==> src/rtl/gmac_csr_pkg.sv <==
// Shared register offsets, CTRL field positions and decode helper for the GMAC CSR block.
package gmac_csr_pkg;

    localparam logic [7:0] CSR_CTRL       = 8'h00;
    localparam logic [7:0] CSR_MAC_LO     = 8'h04;
    localparam logic [7:0] CSR_MAC_HI     = 8'h08;
    localparam logic [7:0] CSR_IRQ_STATUS = 8'h0C;
    localparam logic [7:0] CSR_IRQ_MASK   = 8'h10;
    localparam logic [7:0] CSR_VERSION    = 8'h14;
    localparam logic [7:0] CSR_TX_FRAMES  = 8'h18;
    localparam logic [7:0] CSR_RX_FRAMES  = 8'h1C;

    localparam int CTRL_TX_EN       = 0;
    localparam int CTRL_RX_EN       = 1;
    localparam int CTRL_SPEED_LO    = 2;
    localparam int CTRL_SPEED_HI    = 3;
    localparam int CTRL_FULL_DUPLEX = 4;

    localparam logic [31:0] VERSION_DEFAULT = 32'h0002_0000;

    typedef enum logic [3:0] {
        SEL_CTRL,
        SEL_MAC_LO,
        SEL_MAC_HI,
        SEL_STATUS,
        SEL_MASK,
        SEL_VERSION,
        SEL_TX,
        SEL_RX,
        SEL_NONE
    } csr_sel_e;

    // Offset is the word-aligned address within the 32-byte register window.
    function automatic csr_sel_e csr_decode(input logic [4:0] off);
        case ({3'b000, off})
            CSR_CTRL:       return SEL_CTRL;
            CSR_MAC_LO:     return SEL_MAC_LO;
            CSR_MAC_HI:     return SEL_MAC_HI;
            CSR_IRQ_STATUS: return SEL_STATUS;
            CSR_IRQ_MASK:   return SEL_MASK;
            CSR_VERSION:    return SEL_VERSION;
            CSR_TX_FRAMES:  return SEL_TX;
            CSR_RX_FRAMES:  return SEL_RX;
            default:        return SEL_NONE;
        endcase
    endfunction

endpackage

==> src/rtl/gmac_csr_sat_cnt.sv <==
// 32-bit saturating event counter; a clear in the same cycle as an increment wins.
module gmac_csr_sat_cnt (
    input  logic        clk,
    input  logic        rstn,
    input  logic        inc,
    input  logic        clr,
    output logic [31:0] count
);

    always_ff @(posedge clk or negedge rstn) begin
        if (!rstn) begin
            count <= '0;
        end else if (clr) begin
            count <= '0;
        end else if (inc && (count != 32'hFFFF_FFFF)) begin
            count <= count + 32'd1;
        end
    end

endmodule

==> src/rtl/gmac_csr_regs.sv <==
// GMAC configuration/interrupt register block with req/ack bus access.
// Define GMAC_CSR_STATS_EN to build the TX/RX frame statistics counters.
module gmac_csr_regs
    import gmac_csr_pkg::*;
#(
    parameter int          ADDR_W       = 8,
    parameter int          NUM_IRQ      = 4,
    parameter logic [47:0] RST_MAC_ADDR = 48'h001122334455,
    parameter logic [1:0]  RST_SPEED    = 2'b10,
    parameter logic [31:0] VERSION      = VERSION_DEFAULT
) (
    input  logic               sys_clk,
    input  logic               sys_rstn,
    input  logic               csr_req,
    input  logic               csr_we,
    input  logic [ADDR_W-1:0]  csr_addr,
    input  logic [31:0]        csr_wdata,
    output logic               csr_ack,
    output logic [31:0]        csr_rdata,
    output logic               csr_err,
    input  logic [NUM_IRQ-1:0] irq_event,
    output logic               irq,
    input  logic               tx_frame_done,
    input  logic               rx_frame_done,
    output logic               cfg_tx_en,
    output logic               cfg_rx_en,
    output logic [1:0]         cfg_speed,
    output logic               cfg_full_duplex,
    output logic [47:0]        cfg_mac_addr
);

    logic [ADDR_W-1:0]  addr_word;
    logic               in_window;
    csr_sel_e           sel;
    logic               mapped;
    logic               accept;
    logic               wr;
    logic [31:0]        rd_val;
    logic [31:0]        mac_stage;
    logic [NUM_IRQ-1:0] irq_status;
    logic [NUM_IRQ-1:0] irq_mask;
    logic [NUM_IRQ-1:0] status_clr;
    logic               unused_addr_lsb;

    assign unused_addr_lsb = ^csr_addr[1:0];

    assign addr_word = {csr_addr[ADDR_W-1:2], 2'b00};
    assign in_window = addr_word < ADDR_W'(32);
    assign sel       = in_window ? csr_decode(addr_word[4:0]) : SEL_NONE;

`ifdef GMAC_CSR_STATS_EN
    logic [31:0] tx_frames;
    logic [31:0] rx_frames;

    assign mapped = (sel != SEL_NONE);
`else
    logic unused_frame_done;

    assign unused_frame_done = tx_frame_done ^ rx_frame_done;
    assign mapped = (sel != SEL_NONE) && (sel != SEL_TX) && (sel != SEL_RX);
`endif

    // A request still visible during its own ack cycle is the tail of that access.
    assign accept = csr_req && !csr_ack;
    assign wr     = accept && csr_we && mapped;

    always_comb begin
        rd_val = '0;
        case (sel)
            SEL_CTRL: begin
                rd_val[CTRL_TX_EN]                   = cfg_tx_en;
                rd_val[CTRL_RX_EN]                   = cfg_rx_en;
                rd_val[CTRL_SPEED_HI:CTRL_SPEED_LO]  = cfg_speed;
                rd_val[CTRL_FULL_DUPLEX]             = cfg_full_duplex;
            end
            SEL_MAC_LO:  rd_val = cfg_mac_addr[31:0];
            SEL_MAC_HI:  rd_val[15:0] = cfg_mac_addr[47:32];
            SEL_STATUS:  rd_val[NUM_IRQ-1:0] = irq_status;
            SEL_MASK:    rd_val[NUM_IRQ-1:0] = irq_mask;
            SEL_VERSION: rd_val = VERSION;
`ifdef GMAC_CSR_STATS_EN
            SEL_TX:      rd_val = tx_frames;
            SEL_RX:      rd_val = rx_frames;
`endif
            default:     rd_val = '0;
        endcase
    end

    always_ff @(posedge sys_clk or negedge sys_rstn) begin
        if (!sys_rstn) begin
            csr_ack   <= 1'b0;
            csr_err   <= 1'b0;
            csr_rdata <= '0;
        end else begin
            csr_ack   <= accept;
            csr_err   <= accept && !mapped;
            csr_rdata <= (accept && !csr_we && mapped) ? rd_val : '0;
        end
    end

    always_ff @(posedge sys_clk or negedge sys_rstn) begin
        if (!sys_rstn) begin
            cfg_tx_en       <= 1'b1;
            cfg_rx_en       <= 1'b1;
            cfg_speed       <= RST_SPEED;
            cfg_full_duplex <= 1'b1;
            mac_stage       <= RST_MAC_ADDR[31:0];
            cfg_mac_addr    <= RST_MAC_ADDR;
            irq_mask        <= '0;
        end else if (wr) begin
            case (sel)
                SEL_CTRL: begin
                    cfg_tx_en       <= csr_wdata[CTRL_TX_EN];
                    cfg_rx_en       <= csr_wdata[CTRL_RX_EN];
                    cfg_speed       <= csr_wdata[CTRL_SPEED_HI:CTRL_SPEED_LO];
                    cfg_full_duplex <= csr_wdata[CTRL_FULL_DUPLEX];
                end
                SEL_MAC_LO: mac_stage <= csr_wdata;
                // Whole address commits at once so the MAC never sees a half-updated value.
                SEL_MAC_HI: cfg_mac_addr <= {csr_wdata[15:0], mac_stage};
                SEL_MASK:   irq_mask <= csr_wdata[NUM_IRQ-1:0];
                default: ;
            endcase
        end
    end

    assign status_clr = (wr && (sel == SEL_STATUS)) ? csr_wdata[NUM_IRQ-1:0] : '0;

    always_ff @(posedge sys_clk or negedge sys_rstn) begin
        if (!sys_rstn) begin
            irq_status <= '0;
            irq        <= 1'b0;
        end else begin
            irq_status <= (irq_status & ~status_clr) | irq_event;
            irq        <= |(irq_status & irq_mask);
        end
    end

`ifdef GMAC_CSR_STATS_EN
    gmac_csr_sat_cnt u_tx_cnt (
        .clk   (sys_clk),
        .rstn  (sys_rstn),
        .inc   (tx_frame_done),
        .clr   (wr && (sel == SEL_TX)),
        .count (tx_frames)
    );

    gmac_csr_sat_cnt u_rx_cnt (
        .clk   (sys_clk),
        .rstn  (sys_rstn),
        .inc   (rx_frame_done),
        .clr   (wr && (sel == SEL_RX)),
        .count (rx_frames)
    );
`endif

endmodule

==> config.mk <==
export PLATFORM = sky130hd
export DESIGN_NAME = gmac_csr_regs
export DESIGN_NICKNAME = d
export VERILOG_FILES = /design/src/rtl/gmac_csr_pkg.sv /design/src/rtl/gmac_csr_sat_cnt.sv /design/src/rtl/gmac_csr_regs.sv
export SDC_FILE = /design/constraint.sdc
export NUM_CORES = 1
export LEC_CHECK = 0
export CAP_MARGIN = 20
export CORE_ASPECT_RATIO = 1.1
export CORE_MARGIN = 2
export CORE_UTILIZATION = 52
export CTS_CLUSTER_SIZE = 14
export DETAILED_ROUTE_END_ITERATION = 8
export PLACE_DENSITY = 0.81
export SYNTH_ARGS = -nofsm -noshare
export SYNTH_HDL_FRONTEND = slang
export SYNTH_SLANG_ARGS = --single-unit
==> constraint.sdc <==
create_clock -name sys_clk -period 4.4 [get_ports sys_clk]
set_input_delay 0.88 -clock sys_clk [delete_from_list [all_inputs] [get_ports sys_clk]]
set_output_delay 0.88 -clock sys_clk [all_outputs]
set_load 0.01 [all_outputs]
==> impl_metrics.py, run 1 <==
metrics = {
    "status": {
        "outcome": "completed",
    },
    "global_route": {
        "grt_pass1_wl_um": 17980,
        "grt_antenna_before_repair": 0,
        "grt_use_total_pct": 22.31,
        "grt_pass1_vias": 3539,
        "grt_start_max_net_pins": 72,
        "grt_overflow": 0,
    },
    "critical_path": {
        "crit_required_ns": 4.79,
        "path_class": "in2reg",
        "reg2reg_depth": 5,
        "path_max_fanout": 28,
        "worstPathArrival_ns": 3.39,
        "cp-start-kind": "input pin",
        "end_kind": "flip-flop",
    },
    "place": {
        "pre_cts_slack_ns": 0.8979,
        "portBuffers": 133,
        "placed_cell_area_um2": 6486,
        "place_inst": 580,
        "place_congestion": 0.7713,
        "dp_hpwl_um": 7368,
    },
    "final_layout": {
        "layout.nets": 532,
        "final_cell_count_no_fill": 612,
        "final_util_pct": 74.86,
        "seqCellArea_um2": 3241,
        "drive_above_1_share_pct": 33.33,
        "stdcell_area_um2": 7036,
        "area_growth_pct": 38.91,
        "fillCellCount": 608,
        "antennaDiodeCount": 0,
        "multi_input_area_um2": 1680,
    },
    "power_and_ir_drop": {
        "power_leakage_nw": 3.111,
        "power_mw": 2.595,
        "ir_drop_mv": 0.3530,
        "power_density_nw_per_um2": 368.9,
    },
    "timing": {
        "relSlewSlack_pct": 41.78,
        "hold_viol_final": 0,
        "maxSlewViolCount": 0,
        "post-route-period-util_pct": 68.04,
        "rsz0062_at_grt": "false",
        "fin_skew_ns": 0.005710,
        "fmax_mhz": 334.0,
        "whs_ns": 0.4692,
        "finalWorstSetupSlack_ns": 1.406,
        "finalCriticalPeriod_ns": 2.994,
        "setup_viol": 0,
        "tightest_slew_ns": 0.8733,
        "tns_ns": 0,
    },
    "clock_network": {
        "post_cts_resized": 0,
        "cts_tree": "yes",
        "cts.sinks": 128,
        "cts_setup_buffers": 0,
        "htreeDepth": 4,
        "clk_path_buf_depth": 2,
        "cts_buffers": 17,
        "insertion_delay_ns": 0.51,
        "ctsRootBufferMaster": "clkbuf_8",
        "hold_buffers": 0,
        "clkTransAtPathRegs_ns": 0.05,
    },
    "logic_synthesis": {
        "synthArstFlopShare_pct": 100.0,
        "ys.flop_type": "dfrtp_1",
        "synth_cell_types": 34,
        "syn_area_per_cell_um2": 15.03,
        "synthTopCellsByArea": "dfrtp_1, mux2_2, dfstp_2",
        "synth_edf_count": 0,
        "syn_area_um2": 5065,
        "synthTopCellsByCount": "dfrtp_1, mux2_2, dfstp_2",
        "synth.top_cell.area_share_pct": 48.42,
        "synth_top_cell_by_area": "dfrtp_1",
        "yosysSeqAreaShare_pct": 63.98,
        "ys_seq_elements": 128,
        "yosysWarnings": 0,
        "synth_nets": 387,
        "yosysMostFrequentCell": "dfrtp_1",
        "synthCells": 337,
    },
    "job": {
        "cap_violations": 0,
    },
    "floorplan": {
        "rows": 37,
        "num_io_pins": 138,
        "die_h_um": 107.5,
        "core_area_um2": 9398,
        "start_util_pct": 53.89,
        "die_area_um2": 10550,
        "fp.dieW_um": 98.10,
    },
    "detailed_routing": {
        "via_count": 3246,
        "drc": 0,
        "routedWlPerCell_um": 18.05,
        "firstDrtPassIters": 4,
        "drt_iter0_markers": 159,
        "drt_wl_total_um": 11050,
        "vias_per_cell": 5.304,
        "ant_nets": 0,
    },
    "worst_hold_path": {
        "min_path_type": "in2async",
    },
}
-- placed cells by master, fill, tap and decap left out, types with 2 or more instances in the layout --
cell type        synthesis  final
buf_4                    2     10
clkinv_2                 0      5
clkbuf_8                 0      3
clkbuf_1                 5      6
nor3_1                   8      8
clkbuf_16                0     16
nand2_1                  2      2
and2_1                  15     15
bufinv_16                0      2
a221oi_1                 4      4
nor2_1                  23     23
mux2_2                  92     92
nor2b_1                  3      3
dfstp_2                 30     30
nand2b_1                 2      2
nor4_4                   2      2
clkdlybuf4s50_1          0    132
mux2i_1                  5      5
inv_1                    6      6
a22oi_1                 13     13
dfrtp_1                 98     98
a31oi_1                  5      5
-- cell type report --
type / instances / area share [%]
Sequential cell: 128 / 46.06
Clock inverter: 7 / 1.209
Inverter: 6 / 0.3201
Tap cell: 117 / 2.081
Clock buffer: 25 / 6.598
Multi-Input combinational cell: 187 / 23.88
Timing Repair Buffer: 142 / 19.85
-- power by group --
group	leakage (nW)	total (mW)	switching (mW)	internal [mW]
logic	1.18	0.107	0.0533	0.0532
registers	1.65	1.19	0.00347	1.19
clock network	0.274	1.30	0.468	0.831
total	3.11	2.60	0.525	2.07
-- logic make-up (layout without fill, tap and decap cells) --
| kind of cell | after synthesis | count (layout) | share of synthesized area [%] |
|---|---|---|---|
| AND/OR/NAND/NOR | 65 | 65 | 7.634 |
| buffers and inverters | 22 | 180 | 2.841 |
| AO/OA/AOI/OAI | 24 | 24 | 3.878 |
| flip-flops | 128 | 128 | 63.98 |
| multiplexers | 98 | 98 | 21.66 |
-- layer usage --
layer / up-vias / routed length (um) / GRT usage (%)
met4: 0 / 184 / 8.333
li1: 1481 / - / -
met3: 15 / 719 / 8.117
met2: 107 / 5562 / 36.45
met1: 1643 / 4580 / 27.32
met5: - / 0 / 0
-- final timing paths --
kind / start / slack, ns / end
max in group asynchronous: sys_rstn / 2.93 / cfg_mac_addr[6]
min in group sys_clk: mac_stage[7] / 0.48 / mac_stage[7]
max reg2reg: csr_ack / 2.32 / cfg_mac_addr[42]
min: sys_rstn / 0.47 / mac_stage[11]
max: csr_addr[3] / 1.41 / cfg_mac_addr[42]
min reg2reg: mac_stage[7] / 0.48 / mac_stage[7]
-- worst max-delay path, cell delays in order --
cell	delay [ns]
clkdlybuf4s50_1	0.69
a2111oi_4	0.52
nand3_4	0.19
nor4_4	0.30
buf_4	0.40
mux2_2	0.39
-- flip-flops by register name (all words and copies together), names as in the netlist, 2 cells and up --
signal        count
cfg_mac_addr     48
cfg_speed         2
csr_rdata        32
irq_mask          4
irq_status        4
mac_stage        32
(Power assumes the default switching activity.)
==> run 2: changes to the inputs <==
--- a/config.mk
+++ b/config.mk
@@ -8,10 +8,10 @@
 export CAP_MARGIN = 20
 export CORE_ASPECT_RATIO = 1.1
 export CORE_MARGIN = 2
-export CORE_UTILIZATION = 52
+export CORE_UTILIZATION = 43
 export CTS_CLUSTER_SIZE = 14
 export DETAILED_ROUTE_END_ITERATION = 8
-export PLACE_DENSITY = 0.81
+export PLACE_DENSITY = 0.71
 export SYNTH_ARGS = -nofsm -noshare
 export SYNTH_HDL_FRONTEND = slang
 export SYNTH_SLANG_ARGS = --single-unit
==> constraint.sdc (replaced) <==
create_clock -name sys_clk -period 2.5 [get_ports sys_clk]
set_input_delay 0.5 -clock sys_clk [delete_from_list [all_inputs] [get_ports sys_clk]]
set_output_delay 0.5 -clock sys_clk [all_outputs]
set_load 0.01 [all_outputs]
==> impl_metrics.py, run 2 (synthesized netlist as in run 1, its figures left out) <==
metrics = {
    "job": {
        "cap_violations": 0,
    },
    "timing": {
        "setup_viol": 0,
        "whs_ns": 0.1447,
        "rsz0062_at_grt": "false",
        "tns_ns": 0,
        "tightest_slew_ns": 0.7184,
        "post-route-period-util_pct": 93.62,
        "fmax_mhz": 427.3,
        "finalCriticalPeriod_ns": 2.340,
        "hold_viol_final": 0,
        "maxSlewViolCount": 0,
        "relSlewSlack_pct": 52.10,
        "fin_skew_ns": 0.006460,
    },
    "floorplan": {
        "num_io_pins": 138,
        "die_area_um2": 12660,
        "start_util_pct": 44.08,
        "fp.dieW_um": 107.5,
        "core_area_um2": 11490,
        "die_h_um": 117.8,
        "rows": 41,
    },
    "final_layout": {
        "top_register": "cfg_mac_addr",
        "stdcell_area_um2": 7297,
        "multi_input_area_um2": 1680,
        "layout_common_cells": "clkdlybuf4s50_1, dfrtp_1, mux2_2",
        "top_regs": "cfg_mac_addr (48), csr_rdata (32), mac_stage (32)",
        "seqCellArea_um2": 3241,
        "final_cell_count_no_fill": 665,
        "drive_above_1_share_pct": 36.12,
        "antennaDiodeCount": 0,
        "layout.nets": 552,
        "layout_commonest_cell": "clkdlybuf4s50_1",
        "area_growth_pct": 44.07,
        "fillCellCount": 910,
        "largest_reg_flops": 48,
    },
    "power_and_ir_drop": {
        "power_mw": 4.564,
        "power_leakage_nw": 3.226,
        "ir_drop_mv": 0.4413,
        "power_density_nw_per_um2": 625.5,
    },
    "global_route": {
        "grt_overflow": 0,
        "grt_pass1_wl_um": 17760,
        "grt_pass1_vias": 3609,
        "grt_start_max_net_pins": 129,
        "grt_use_total_pct": 18.06,
        "grt_antenna_before_repair": 0,
    },
    "critical_path": {
        "crit_top_cell": "buf_4",
        "path_cells": "clkdlybuf4s50_1 -> a2111oi_4 -> nand3_4 -> nor4_4 -> buf_4 -> buf_4 -> mux2_2",
        "cp-start-kind": "input pin",
        "path_delay_family": "buffers and inverters",
        "path_class": "in2reg",
        "critPathSlowestCell": "clkdlybuf4s50_1",
        "crit_path_max_incr_delay_ns": 0.51,
        "crit_buf_inv": 3,
        "worstPathArrival_ns": 2.62,
        "crit_required_ns": 2.78,
        "end_kind": "flip-flop",
        "path_max_fanout": 8,
    },
    "clock_network": {
        "clk_path_buf_depth": 2,
        "cts.sinks": 128,
        "clkTransAtPathRegs_ns": 0.05,
        "htreeDepth": 4,
        "insertion_delay_ns": 0.40,
        "cts_tree": "yes",
        "cts_buffers": 17,
        "ctsRootBufferMaster": "clkbuf_16",
        "hold_buffers": 0,
        "post_cts_resized": 0,
        "cts_setup_buffers": 0,
    },
    "detailed_routing": {
        "drt_iter0_markers": 104,
        "ant_nets": 0,
        "routedWlPerCell_um": 16.26,
        "vias_per_cell": 5.017,
        "firstDrtPassIters": 4,
        "drt_wl_total_um": 10810,
        "drc": 0,
        "via_count": 3336,
    },
    "place": {
        "placed_cell_area_um2": 6740,
        "portBuffers": 133,
        "place_congestion": 0.7929,
        "place_inst": 633,
        "dp_hpwl_um": 7392,
    },
    "worst_hold_path": {
        "min_path_type": "in2async",
    },
    "status": {
        "outcome": "completed",
    },
}
==> run 2: cell types whose count changed in the layout (fill, tap and decap cells not counted) <==
cell and change:
clkinvlp_4 +1, bufinv_16 -1, clkbuf_8 +1, clkinv_2 -1, buf_4 +15, clkbuf_16 +1, clkbuf_1 -1, buf_12 +5
==> run 2: metal layers <==
layer	share of wire [%]	GRT usage, %	up-vias	wire length, um
met5	0	0	-	0
met4	1.8	7.292	0	192
met3	4.9	4.596	14	529
met2	51	30.03	83	5484
met1	43	22.35	1719	4607
li1	-	-	1520	-
==> run 2: worst paths after layout <==
check	start	end	slack (ns)	depth (start not counted)
min	sys_rstn	cfg_mac_addr[38]	0.14	2
max reg2reg	csr_ack	cfg_mac_addr[40]	0.62	6
min reg2reg	mac_stage[7]	mac_stage[7]	0.48	1
max	csr_addr[4]	cfg_mac_addr[40]	0.16	7
min in group sys_clk	mac_stage[7]	mac_stage[7]	0.48	1
max in group asynchronous	sys_rstn	csr_rdata[13]	1.76	2
==> run 2: cell type report <==
type | instances | area share [%]
sequential | 128 | 44.41
clock buffer | 26 | 6.842
tap | 150 | 2.572
inverter | 6 | 0.3086
multi-input combinational | 187 | 23.03
timing repair buffer | 162 | 22.05
clock inverter | 6 | 0.7888
==> run 2: where the power goes <==
part           switching [mW]  internal, mW  leakage (nW)  total (mW)
Combinational          0.0942         0.105          1.30       0.199
Sequential            0.00616          2.09          1.65        2.10
Clock                   0.804          1.47         0.274        2.27
Total                   0.904          3.66          3.23        4.56
==> run 2: through the flow <==
step / util [%] / setup WS (ns)
finish: 63.50 / 0.1596
global route: 63.50 / 0.03968
CTS: 63.50 / 0.1501
detailed placement: 58.66 / -0.2592
global placement: 58.66 / -0.2391
floorplan: - / 0.2985
==> run 3: changes to the inputs <==
--- a/config.mk
+++ b/config.mk
@@ -8,10 +8,11 @@
 export CAP_MARGIN = 20
 export CORE_ASPECT_RATIO = 1.1
 export CORE_MARGIN = 2
-export CORE_UTILIZATION = 43
+export CORE_UTILIZATION = 35
 export CTS_CLUSTER_SIZE = 14
 export DETAILED_ROUTE_END_ITERATION = 8
-export PLACE_DENSITY = 0.71
+export MAX_ROUTING_LAYER = met4
+export PLACE_DENSITY = 0.6
 export SYNTH_ARGS = -nofsm -noshare
 export SYNTH_HDL_FRONTEND = slang
 export SYNTH_SLANG_ARGS = --single-unit
==> impl_metrics.py, run 3 (synthesized netlist as in run 1, its figures left out) <==
metrics = {
    "detailed_routing": {
        "routedWlPerCell_um": 16.56,
        "vias_per_cell": 4.722,
        "drc": 0,
        "firstDrtPassIters": 5,
        "ant_nets": 0,
        "via_count": 3324,
        "drt_wl_total_um": 11660,
        "drt_iter0_markers": 161,
    },
    "floorplan": {
        "rows": 46,
        "fp.dieW_um": 118.7,
        "num_io_pins": 138,
        "core_area_um2": 14270,
        "start_util_pct": 35.48,
        "die_h_um": 130.2,
        "die_area_um2": 15450,
    },
    "final_layout": {
        "top_register": "cfg_mac_addr",
        "antennaDiodeCount": 0,
        "drive_above_1_share_pct": 36.72,
        "largest_reg_flops": 48,
        "fillCellCount": 1313,
        "final_util_pct": 52.14,
        "layout.nets": 550,
        "top_regs": "cfg_mac_addr (48), csr_rdata (32), mac_stage (32)",
        "layout_commonest_cell": "clkdlybuf4s50_1",
        "area_growth_pct": 46.94,
        "layout_common_cells": "clkdlybuf4s50_1, dfrtp_1, mux2_2",
    },
    "timing": {
        "setup_viol": 0,
        "maxSlewViolCount": 0,
        "fmax_mhz": 421.8,
        "tightest_slew_ns": 0.5970,
        "hold_viol_final": 0,
        "relSlewSlack_pct": 60.20,
        "post-route-period-util_pct": 94.84,
        "rsz0062_at_grt": "false",
        "finalCriticalPeriod_ns": 2.371,
        "tns_ns": 0,
        "whs_ns": 0.09997,
        "fin_skew_ns": 0.01125,
    },
    "global_route": {
        "grt_start_max_net_pins": 45,
        "grt_antenna_before_repair": 0,
        "grt_overflow": 0,
        "grt_pass1_vias": 3637,
        "grt_use_total_pct": 16.67,
        "grt_pass1_wl_um": 19140,
    },
    "critical_path": {
        "worstPathArrival_ns": 2.66,
        "crit_required_ns": 2.79,
        "path_max_fanout": 43,
        "cp-start-kind": "input pin",
        "end_kind": "flip-flop",
        "path_class": "in2reg",
    },
    "place": {
        "dp_hpwl_um": 8000,
        "place_congestion": 0.7785,
        "portBuffers": 133,
    },
    "clock_network": {
        "hold_buffers": 0,
        "htreeDepth": 4,
        "cts_tree": "yes",
        "clk_path_buf_depth": 2,
        "insertion_delay_ns": 0.42,
        "cts.sinks": 128,
        "cts_setup_buffers": 0,
        "clkTransAtPathRegs_ns": 0.05,
        "post_cts_resized": 0,
        "ctsRootBufferMaster": "clkbuf_16",
        "cts_buffers": 17,
    },
    "power_and_ir_drop": {
        "power_leakage_nw": 3.263,
        "power_mw": 4.992,
        "ir_drop_mv": 0.3574,
        "power_density_nw_per_um2": 670.7,
    },
    "job": {
        "cap_violations": 0,
    },
    "status": {
        "outcome": "completed",
    },
    "worst_hold_path": {
        "min_path_type": "in2async",
    },
}
## run 3: final cells by class
class	instances	area (um^2)	area share [%]
clock buffer	20	466.7	6.271
sequential	128	3241	43.54
multi-input combinational	187	1680	22.58
clock inverter	11	185.2	2.488
timing repair buffer	160	1607	21.59
tap	192	240.2	3.228
inverter	6	22.52	0.3026
## run 3: path summary, 6_finish.rpt
| check | depth (start not counted) | startpoint | endpoint | slack, ns |
|---|---|---|---|---|
| max | 6 | csr_addr[4] | cfg_mac_addr[18] | 0.13 |
| min | 1 | sys_rstn | csr_rdata[6] | 0.1 |
| max reg2reg | 5 | csr_ack | cfg_mac_addr[18] | 0.59 |
| min reg2reg | 1 | mac_stage[7] | mac_stage[7] | 0.48 |
| max in group asynchronous | 2 | sys_rstn | mac_stage[21] | 1.69 |
| min in group sys_clk | 1 | mac_stage[7] | mac_stage[7] | 0.48 |
## run 3: power breakdown
group	total (mW)	internal, mW	switching, mW
registers	2.09	2.09	0.00624
clock network	2.69	1.83	0.858
logic	0.204	0.107	0.0973
total	4.99	4.03	0.962
## run 3: critical path, stage by stage
cell	delay, ns
clkdlybuf4s50_1	0.51
a2111oi_4	0.47
nand3_4	0.12
nor4_4	0.35
buf_12	0.31
mux2_2	0.37
## run 3: metrics by stage
step           cells  instance area [um^2]  worst slack (ns)
5_1_grt          704                  7442           0.05301
6_report         704                  7442            0.1290
4_1_cts          704                  7442            0.1170
3_5_place_dp     673                  6790           -0.2946
3_3_place_gp     673                  6790           -0.2686
2_1_floorplan    337                  5065            0.2985
## run 3: per-layer routing
metal / share of wire [%] / up-vias / GRT usage [%] / routed length (um)
met4: 1.3 / 0 / 7.773 / 153
met2: 51 / 104 / 26.54 / 5925
met3: 5.3 / 11 / 4.939 / 622
met5: 0 / - / - / 0
met1: 43 / 1689 / 19.59 / 4957
li1: - / 1520 / - / -
